--- src/rtl/irq_pending_arbiter.sv ---
// irq_pending_arbiter
//   Captures four request lines into sticky pending bits and grants the
//   highest-priority pending request (bit 3 highest) through a registered
//   valid/ready output slot. A request leaves "pending" when it is loaded
//   into the output slot. A capture that lands on an already-pending bit
//   is reported as a one-cycle overrun pulse.
//
//   Optional build macro: IRQ_PENDING_ARBITER_MASK_EN adds the mask_i port.
//   Masked bits still capture, stay pending and report overrun, but are never
//   selected.
//
// Parameters
//   EDGE_DET     1 = capture on a 0->1 transition of req_i, 0 = capture on level
// Ports
//   clk_i        clock, rising edge
//   rst_n_i      synchronous active-low reset
//   req_i[3:0]   request lines
//   mask_i[3:0]  (macro only) 1 = bit not eligible for selection
//   out_ready_i  consumer accepts the held grant
//   out_valid_o  out_idx_o holds a granted request
//   out_idx_o    index of the granted request
//   pending_o    sticky pending bits, excluding the one in the output slot
//   overrun_o    one-cycle pulse per bit on a capture into a pending bit

// One request bit: input history, sticky pending flag and overrun pulse.
module irq_pending_lane #(
    parameter int unsigned EDGE_DET = 1
) (
    input  logic clk_i,
    input  logic rst_n_i,
    input  logic req_i,
    input  logic clr_i,
    output logic pending_o,
    output logic overrun_o
);
    logic req_q, pend_q, ovr_q;
    logic set, pend_d, ovr_d;

    assign set    = (EDGE_DET != 0) ? (req_i & ~req_q) : req_i;
    // A capture coinciding with the bit's own grant wins: the bit re-arms.
    assign pend_d = (pend_q & ~clr_i) | set;
    assign ovr_d  = set & pend_q & ~clr_i;

    always_ff @(posedge clk_i) begin
        if (!rst_n_i) begin
            req_q  <= 1'b0;
            pend_q <= 1'b0;
            ovr_q  <= 1'b0;
        end else begin
            req_q  <= req_i;
            pend_q <= pend_d;
            ovr_q  <= ovr_d;
        end
    end

    assign pending_o = pend_q;
    assign overrun_o = ovr_q;
endmodule

module irq_pending_arbiter #(
    parameter int unsigned EDGE_DET = 1
) (
    input  logic       clk_i,
    input  logic       rst_n_i,
    input  logic [3:0] req_i,
`ifdef IRQ_PENDING_ARBITER_MASK_EN
    input  logic [3:0] mask_i,
`endif
    input  logic       out_ready_i,
    output logic       out_valid_o,
    output logic [1:0] out_idx_o,
    output logic [3:0] pending_o,
    output logic [3:0] overrun_o
);
    localparam int NUM_REQ = 4;

    logic [NUM_REQ-1:0] pend, ovr, elig, clr, mask_eff;
    logic [1:0]         sel;
    logic               any, load_en;
    logic               out_valid_q, out_valid_d;
    logic [1:0]         out_idx_q, out_idx_d;

`ifdef IRQ_PENDING_ARBITER_MASK_EN
    assign mask_eff = mask_i;
`else
    assign mask_eff = '0;
`endif

    assign elig    = pend & ~mask_eff;
    assign any     = |elig;
    // The slot can take a new grant when empty or being drained this edge.
    assign load_en = !out_valid_q || out_ready_i;

    // Ascending scan so the highest eligible bit is the last one written.
    always_comb begin
        sel = 2'd0;
        for (int i = 0; i < NUM_REQ; i++) begin
            if (elig[i]) sel = 2'(i);
        end
    end

    always_comb begin
        out_valid_d = out_valid_q;
        out_idx_d   = out_idx_q;
        clr         = '0;
        if (load_en) begin
            out_valid_d = any;
            if (any) begin
                out_idx_d = sel;
                clr       = NUM_REQ'(1) << sel;
            end
        end
    end

    always_ff @(posedge clk_i) begin
        if (!rst_n_i) begin
            out_valid_q <= 1'b0;
            out_idx_q   <= 2'b00;
        end else begin
            out_valid_q <= out_valid_d;
            out_idx_q   <= out_idx_d;
        end
    end

    for (genvar g = 0; g < NUM_REQ; g++) begin : g_lane
        irq_pending_lane #(.EDGE_DET(EDGE_DET)) u_lane (
            .clk_i     (clk_i),
            .rst_n_i   (rst_n_i),
            .req_i     (req_i[g]),
            .clr_i     (clr[g]),
            .pending_o (pend[g]),
            .overrun_o (ovr[g])
        );
    end

    assign out_valid_o = out_valid_q;
    assign out_idx_o   = out_idx_q;
    assign pending_o   = pend;
    assign overrun_o   = ovr;
endmodule

--- config.mk ---
export PLATFORM = sky130hd
export DESIGN_NAME = irq_pending_arbiter
export DESIGN_NICKNAME = d
export VERILOG_FILES = /design/src/rtl/irq_pending_arbiter.sv
export SDC_FILE = /design/constraint.sdc
export NUM_CORES = 1
export LEC_CHECK = 0
export ABC_AREA = 1
export ABC_CLOCK_PERIOD_IN_PS = 3100
export BUFFER_PORTS_ARGS = -buffer_cell sky130_fd_sc_hd__buf_2
export CORE_AREA = 2 2 39 41
export DETAILED_ROUTE_END_ITERATION = 8
export DIE_AREA = 0 0 41 43
export PLACE_DENSITY = 0.69
export SLEW_MARGIN = 20
export SYNTH_ARGS = -nofsm -noshare
export SYNTH_HDL_FRONTEND = slang
export SYNTH_HIERARCHICAL = 1
export SYNTH_SLANG_ARGS = --single-unit
--- constraint.sdc ---
create_clock -name clk_i -period 3.1 [get_ports clk_i]
set_input_delay 0.155 -clock clk_i [delete_from_list [all_inputs] [get_ports clk_i]]
set_output_delay 0.155 -clock clk_i [all_outputs]
set_load 0.05 [all_outputs]
==> impl_metrics.tcl <==
set metrics [dict create \
    clkTransAtPathRegs_ps 80 \
    worst_slew_margin_rel 0.8052 \
    route.layer.met1.wl_um 410 \
    rsz_0062_raised_after_global_routing "no" \
    grt_start_max_net_pins 16 \
    ys.warnings.count 6 \
    synth.avg_cell_area_um2 7.832 \
    period_minus_slack_ps 1231 \
    cts.sink_count 15 \
    finalWeightedCongestion 0.6933 \
    setup_violations 0 \
    antenna_diode_count 0 \
    clk-insertion-delay-late_ps 270 \
    dp_slack_ps 1984 \
    r2r-end "g_lane[0].u_lane/pending_o" \
    worstReg2RegStart "g_lane[2].u_lane/pending_o" \
    fin_ws_ps 1869 \
    worst_pin_slew_ps 292.2 \
    die_width_um 41 \
    highest-signal-layer "met4" \
    netlist_area_um2 603.1 \
    met2_wirelength_um 509 \
    first_global_vias 432 \
    power.ir.vdd_worst_mv 0.2482 \
    drc_errors 0 \
    global_route_wire_length_before_repair_um 1669 \
    die_h_um 43 \
    ys_seq_area_frac 0.4979 \
    run_status "complete, no violations" \
    route.vias.total 495 \
    criticalPathCategory "flip-flop to primary output" \
    design.die.area_um2 1763 \
    root_buffer "sky130_fd_sc_hd__clkbuf_4" \
    worst_clock_skew_ps 0.5575 \
    number_of_gates_resized_after_cts 0 \
    worstPathBufferInverterCount 1 \
    grt_antenna_before_repair 0 \
    detail-route-antenna-nets 0 \
    r2r.worst_path.cells 7 \
    port-buffer-count 17 \
    hold_violations 0 \
    postRouteWirelength_um 988 \
    dr_vias_cell 4.342 \
    timing.setup.tns_ps 0 \
    endpoint "pending_o[2]" \
    clk_path_buf_depth 2 \
    whs_ps 81.48 \
    worst_ep_arrival_ps 1080 \
    p_leak_nw 0.4015 \
    cp_data_required_time_ps 2940 \
    most-common-layout-cells "sky130_fd_sc_hd__inv_1 (19), sky130_fd_sc_hd__buf_2 (17), sky130_fd_sc_hd__nand2_1 (15), sky130_fd_sc_hd__dfxtp_1 (15)" \
    postSynthNetCount 84 \
    flow.area_growth_from_synthesis_pct 21.78 \
    critPathTopFamily "flip-flops" \
    netlist_top_cells_area "sky130_fd_sc_hd__dfxtp_1 (50%), sky130_fd_sc_hd__inv_1 (12%), sky130_fd_sc_hd__nand2_1 (9.3%), sky130_fd_sc_hd__nand3_2 (6.6%), sky130_fd_sc_hd__nor2_2 (5.2%)" \
    cts_made_buffers 3 \
    io-pin-count 18 \
    timing.critical_path.fanout_max 9 \
    end_kind "primary output" \
    fp-row-count 14 \
    fraction_of_final_layout_cells_sized_beyond_drive_strength_1 0.3469 \
    maxClockFrequency_ghz 0.8124 \
    grt-ovfl-total 0 \
    critical_path_slowest_stage_cell "sky130_fd_sc_hd__dfxtp_1" \
    cp.depth 1 \
    initial_core_util 0.4358 \
    max_cap_viol_count 0 \
    crit_chain "buf_2" \
    synth-seq-cells 15 \
    cp-startpoint "g_lane[2].u_lane/pending_o" \
    drt_first_pass_iters 4 \
    library_cell_occupying_the_most_area_in_the_post_synthesis_netlist "sky130_fd_sc_hd__dfxtp_1" \
    wl_met3_um 37 \
    hold_class "input pin to flip-flop" \
    timing.critical_path.from_type "flip-flop" \
    reg2reg_slack_ps 1970 \
    finish.utilization 0.5307 \
    cts_tree "done" \
    cts_hold_buf 0 \
    power-per-cell-area_nw_per_um2 596.1 \
    routedWlPerCell_um 8.667 \
    post-dp-hpwl_um 775 \
    core_region_area_um2 1384 \
    syn-instance-count 77 \
    layout.cells.most_common "sky130_fd_sc_hd__inv_1" \
    layout.nets 106 \
    post_cts_setup_repair_bufs 0 \
    drtIter0Drc 9 \
    cts_htree_levels 1 \
    synthDominantCellAreaShare 0.4979 \
    synthDistinctLibCells 14 \
    slew_violations 0 \
    share_of_the_clock_period_used_by_the_worst_path_after_layout 0.3971 \
    slowest_cell_delay_on_critical_path_ps 480 \
    gr-usage-all-layers 0.1446 \
]
## registers in the layout, indices dropped and copies added, names as in the netlist
register,cells
g_lane.u_lane/overrun_o,4
g_lane.u_lane/pending_o,4
g_lane.u_lane/req_q,4
out_idx_o,2
out_valid_o,1
## area by class of cell
class	count	area (um2)
Inverter	19	71.32
Fill cell	146	649.4
Clock buffer	4	26.28
Sequential cell	15	300.3
Timing Repair Buffer	17	85.08
Tap cell	16	20.02
Multi-Input combinational cell	43	231.5
## per-stage QoR
step	cell area [um2]	total power, W	cells
final	734.5	0.0004378	114
after global routing	734.5	0.0004649	114
after CTS	734.5	0.0004449	114
after detailed placement	708.2	0.0003361	110
after global placement	708.2	0.0003340	110
after floorplan	603.1	0.0003089	77
## report_power, final
group	total (W)	internal [W]	switching (W)
logic	0.000111	0.0000298	0.0000811
registers	0.000219	0.000208	0.0000114
clock network	0.000108	0.0000498	0.0000579
total	0.000438	0.000287	0.000150
## Yosys cell counts
master,count
sky130_fd_sc_hd__inv_1,19
sky130_fd_sc_hd__dfxtp_1,15
sky130_fd_sc_hd__nand2_1,15
sky130_fd_sc_hd__nor2_1,5
sky130_fd_sc_hd__nor2_2,5
sky130_fd_sc_hd__nand3_1,4
sky130_fd_sc_hd__nand3_2,4
sky130_fd_sc_hd__nand2_2,3
sky130_fd_sc_hd__o21ai_0,2
sky130_fd_sc_hd__a21oi_2,1
sky130_fd_sc_hd__nand2_4,1
sky130_fd_sc_hd__nor3_1,1
sky130_fd_sc_hd__nor4_1,1
sky130_fd_sc_hd__o21ai_1,1
## logic make-up after synthesis
family / after synthesis / share of synthesized area
compound gates: 4 / 0.03941
flops: 15 / 0.4979
buf+inv: 19 / 0.1183
simple gates: 39 / 0.3444
## worst min path at each step
stage | from | endpoint | slack, ps | depth (start not counted)
after floorplan | req_i[0] | g_lane[0].u_lane/req_q | 250 | 2
after global placement | req_i[2] | g_lane[2].u_lane/req_q | 360 | 3
after detailed placement | req_i[0] | g_lane[0].u_lane/req_q | 360 | 3
after CTS | req_i[2] | g_lane[2].u_lane/req_q | 70 | 3
after global routing | req_i[2] | g_lane[2].u_lane/req_q | 90 | 3
final | req_i[3] | g_lane[3].u_lane/req_q | 80 | 3
## metal layers
layer | vias up | global-route usage
met5 | - | 0
met4 | 0 | 0.1000
met3 | 4 | 0.04712
met2 | 9 | 0.2344
met1 | 213 | 0.1447
li1 | 269 | -
(Power assumes the default switching activity.)
